`src/rtl/traffic_light_sequencer.sv`:
```
// rtl/traffic_light_sequencer.sv - timed two-road phase sequencer with latched side request
module traffic_light_sequencer #(
    parameter int TICK_DIV         = 4,
    parameter int MAIN_MIN_GREEN   = 3,
    parameter int YELLOW_TICKS     = 2,
    parameter int SIDE_GREEN_TICKS = 5
) (
    input  logic       clk,
    input  logic       rst,
    input  logic       side_req,
    input  logic       hold,
    output logic [1:0] state,
    output logic       req_pending,
    output logic       phase_start
);

    // Longest phase count the timer must be able to hold
    localparam int MAX_A  = (MAIN_MIN_GREEN > YELLOW_TICKS) ? MAIN_MIN_GREEN : YELLOW_TICKS;
    localparam int MAX_T  = (MAX_A > SIDE_GREEN_TICKS) ? MAX_A : SIDE_GREEN_TICKS;
    localparam int TW     = $clog2(MAX_T + 1);
    // A divide-by-one prescaler still gets a 1-bit register that simply stays at 0
    localparam int PW     = (TICK_DIV > 1) ? $clog2(TICK_DIV) : 1;

    localparam logic [PW-1:0] PRESC_LAST  = PW'(TICK_DIV - 1);
    localparam logic [TW-1:0] MAIN_MIN_T  = TW'(MAIN_MIN_GREEN);
    localparam logic [TW-1:0] YELLOW_LAST = TW'(YELLOW_TICKS - 1);
    localparam logic [TW-1:0] SIDE_LAST   = TW'(SIDE_GREEN_TICKS - 1);

    typedef enum logic [1:0] {
        MAIN_GREEN  = 2'b00,
        MAIN_YELLOW = 2'b01,
        SIDE_GREEN  = 2'b10,
        SIDE_YELLOW = 2'b11
    } phase_t;

    phase_t        phase;
    logic [PW-1:0] presc;
    logic [TW-1:0] timer;
    logic          tick;

    assign state = phase;

    // Timing tick: last prescaler count of a non-frozen cycle
    assign tick = (presc == PRESC_LAST) && !hold;

    // Prescaler, phase timer, phase register, request latch and phase_start pulse
    always_ff @(posedge clk or posedge rst) begin
        if (rst) begin
            phase       <= MAIN_GREEN;
            presc       <= '0;
            timer       <= '0;
            req_pending <= 1'b0;
            phase_start <= 1'b0;
        end else begin
            phase_start <= 1'b0;

            if (!hold) begin
                presc <= (presc == PRESC_LAST) ? '0 : presc + 1'b1;
            end

            // Requests keep latching during hold; side-green traffic is already being served
            if (side_req && (phase != SIDE_GREEN)) begin
                req_pending <= 1'b1;
            end

            if (tick) begin
                case (phase)
                    MAIN_GREEN: begin
                        if ((timer == MAIN_MIN_T) && req_pending) begin
                            phase       <= MAIN_YELLOW;
                            timer       <= '0;
                            phase_start <= 1'b1;
                        end else if (timer != MAIN_MIN_T) begin
                            timer <= timer + 1'b1;
                        end
                    end
                    MAIN_YELLOW: begin
                        if (timer == YELLOW_LAST) begin
                            phase       <= SIDE_GREEN;
                            timer       <= '0;
                            phase_start <= 1'b1;
                            // Entering side green serves the request; this beats a same-cycle set
                            req_pending <= 1'b0;
                        end else begin
                            timer <= timer + 1'b1;
                        end
                    end
                    SIDE_GREEN: begin
                        if (timer == SIDE_LAST) begin
                            phase       <= SIDE_YELLOW;
                            timer       <= '0;
                            phase_start <= 1'b1;
                        end else begin
                            timer <= timer + 1'b1;
                        end
                    end
                    default: begin
                        if (timer == YELLOW_LAST) begin
                            phase       <= MAIN_GREEN;
                            timer       <= '0;
                            phase_start <= 1'b1;
                        end else begin
                            timer <= timer + 1'b1;
                        end
                    end
                endcase
            end
        end
    end

endmodule

```
`config.mk`:
```
export PLATFORM = sky130hd
export DESIGN_NAME = traffic_light_sequencer
export DESIGN_NICKNAME = d
export VERILOG_FILES = /design/src/rtl/traffic_light_sequencer.sv
export SDC_FILE = /design/constraint.sdc
export NUM_CORES = 1
export LEC_CHECK = 0
export BUFFER_PORTS_ARGS = -buffer_cell sky130_fd_sc_hd__buf_4
export CORE_AREA = 5 5 42 44
export DETAILED_ROUTE_END_ITERATION = 10
export DIE_AREA = 0 0 47 49
export PLACE_DENSITY = 0.59
export SLEW_MARGIN = 10
export SYNTH_ARGS = -nofsm -noshare
export SYNTH_HDL_FRONTEND = slang
export SYNTH_SLANG_ARGS = --single-unit
```
`constraint.sdc`:
```
create_clock -name clk -period 2.35 [get_ports clk]
set_clock_uncertainty 0.1 [all_clocks]
set_input_delay 0.1175 -clock clk [delete_from_list [all_inputs] [get_ports clk]]
set_output_delay 0.1175 -clock clk [all_outputs]
set_load 0.005 [all_outputs]
```
==> impl_metrics.tcl <==
set metrics [dict create \
    critPathRequiredTime_ps 2400 \
    ys_warn_count 0 \
    grt_pass1_wl_um 1970 \
    maxClockFrequency_mhz 573 \
    num_rows 14 \
    setup_violations 0 \
    die_w_um 47 \
    syn_avg_cell_area_um2 10.1 \
    p_per_area_mw_per_mm2 1180 \
    initial_core_util_pct 40.5 \
    first_pass_iters 2 \
    grt_max_degree 10 \
    synth_area_um2 568 \
    syn-num-nets 68 \
    status "completed" \
    cts_tree "done" \
    synth_top_cell_area_share_pct 39.6 \
    gp_congestion 0.783 \
    clk_latency_ps 260 \
    ant_nets 0 \
    cts_hold_buf 2 \
    tns_ps 0 \
    final_cells 85 \
    hold_slack_ps 61.6 \
    antenna_found_initial 0 \
    met1_length_um 503 \
    rsz0062_at_grt "no" \
    dr.first_iter.drc_count 9 \
    gr-total-overflow 0 \
    crit_arrival_ps 1800 \
    synthCells 56 \
    cp_max_fo 5 \
    clk_pin_slew_ps 60 \
    ir_worst_vdd_mv 0.538 \
    post_cts_buffers 0 \
    ys_seq_area_share_pct 39.6 \
    clock-root-buffer "clkbuf_4" \
    cts_buffer_depth 2 \
    wl_met2_um 481 \
    wl_per_cell_um 12.5 \
    wl_um 1060 \
    syn_to_final_growth_pct 20.9 \
    die_area_mm2 0.00230 \
    cap_violations 0 \
    cts_max_level 1 \
    min_path_type "input pin to flip-flop" \
    timing.reg2reg.setup_slack_ps 600 \
    min_period_ps 1750 \
    portBuffers 7 \
    max_slew.worst_pin.slew_ps 403 \
    grt_pass1_vias 469 \
    hold_viol 0 \
    synth_cell_types 22 \
    nNetsFinal 82 \
    final.period_utilization_pct 74.3 \
    routed_via_density 5.11 \
    dp_hpwl_um 855 \
    ctsResizeCount 0 \
    clock_sinks 9 \
    coreArea_mm2 0.00140 \
    dr.max_layer_used "met4" \
    yosys-top-cells-area "dfrtp_1 40%, ha_1 18%, a221oi_4 4.6%, inv_1 4.6%, a21oi_1 4.4%" \
    pin_count 8 \
    die_height_um 49 \
    cts_buffers 3 \
    p_leak_nw 0.327 \
    num_vias 434 \
    slew_viol_final 0 \
    grtUsageTotal_pct 12.0 \
    n_antenna_cell 0 \
    ys_ff_latch 9 \
    setup_slack_ps 603 \
    dpl.cell_count 79 \
    criticalPathCategory "flip-flop to flip-flop" \
    post-place-ws_ps 589 \
    wl_met3_um 63 \
    critPathLaunchType "flip-flop" \
    drc 0 \
    layout-drive-gt1-share_pct 21.7 \
    synth_top_cell_by_area "dfrtp_1" \
    crit_path_end_kind "flip-flop" \
    relSlewSlack_pct 73.0 \
]
metrics by stage:
| step | area, um2 | utilization, % | power, W |
|---|---|---|---|
| 6_report | 687 | 49.0 | 0.000809 |
| 3_3_place_gp | 641 | 45.7 | 0.000683 |
| 2_1_floorplan | 568 | - | 0.000581 |
| 5_1_grt | 687 | 49.0 | 0.000910 |
| 4_1_cts | 687 | 49.0 | 0.000826 |
| 3_5_place_dp | 641 | 45.7 | 0.000698 |
synth_stat cells:
| cell | number |
|---|---|
| o31ai_1 | 1 |
| a21oi_1 | 5 |
| a21o_1 | 2 |
| ha_1 | 8 |
| a31o_1 | 1 |
| nand2_2 | 1 |
| dfrtp_1 | 9 |
| mux2_2 | 1 |
| nand2b_1 | 3 |
| inv_1 | 7 |
| a221oi_4 | 1 |
| nor2b_1 | 2 |
| nand3_1 | 1 |
| and3_1 | 1 |
| a21boi_2 | 1 |
| nand2_1 | 4 |
| o21ai_1 | 2 |
| o22ai_1 | 1 |
| a32oi_1 | 1 |
| nor3_1 | 2 |
| nor2_2 | 1 |
| a31oi_1 | 1 |
placed cells by master, fill, tap and decap left out:
| master | n |
|---|---|
| a32oi_1 | 1 |
| nand3_1 | 1 |
| inv_1 | 7 |
| ha_1 | 8 |
| a31oi_1 | 1 |
| clkbuf_1 | 1 |
| dfrtp_1 | 9 |
| a31o_1 | 1 |
| a21boi_2 | 1 |
| o22ai_1 | 1 |
| buf_4 | 7 |
| a21oi_1 | 5 |
| a221oi_4 | 1 |
| mux2_2 | 1 |
| a21o_1 | 2 |
| o31ai_1 | 1 |
| nand2_2 | 1 |
| nor2_2 | 1 |
| nor2b_1 | 2 |
| o21ai_1 | 2 |
| clkbuf_4 | 3 |
| nor3_1 | 2 |
| nand2b_1 | 3 |
| and3_1 | 1 |
| dlygate4sd3_1 | 2 |
| nand2_1 | 4 |
power by group:
| group | switching [W] | internal, W |
|---|---|---|
| registers | 0.0000546 | 0.000215 |
| logic | 0.000222 | 0.000197 |
| clock network | 0.0000553 | 0.0000655 |
| total | 0.000331 | 0.000477 |
path summary, 6_finish.rpt:
check / endpoint / cells past startpoint / from
min in group asynchronous: timer[2] / 3 / rst
max in group asynchronous: req_pending / 3 / rst
max: state[1] / 6 / state[0]
min reg2reg: presc[0] / 1 / presc[0]
max reg2reg: state[1] / 6 / state[0]
min: req_pending / 3 / side_req
layer usage:
metal	global-route usage (%)	vias to the layer above
met4	8.29	0
met5	0	-
met1	16.0	204
li1	-	222
met3	3.32	2
met2	16.1	6
critical path, cell delays in order (launching register included):
cell and delay [ps]:
dfrtp_1 390, inv_1 110, ha_1 300, nor2_2 100, a221oi_4 350, a21oi_1 110, a31o_1 190
sequential cells by signal, summed over array words and instances, names as in the netlist:
signal,flops
req_pending,1
state,2
timer,3
presc,2
phase_start,1
area by class of cell:
class | instances | area (um2)
tap | 16 | 20.0
sequential | 9 | 225
fill | 140 | 714
clock buffer | 4 | 26.3
timing repair buffer | 9 | 72.6
multi-input combinational | 40 | 317
inverter | 7 | 26.3
kinds of logic after synthesis:
logic type,share of synthesized area [%]
flip-flops,39.6
AO/OA/AOI/OAI,22.0
AND/OR/NAND/NOR,14.1
buffers and inverters,4.63
adder cells (fa/ha/maj),17.6
multiplexers,1.98
Power figures use the tool's default switching activity.
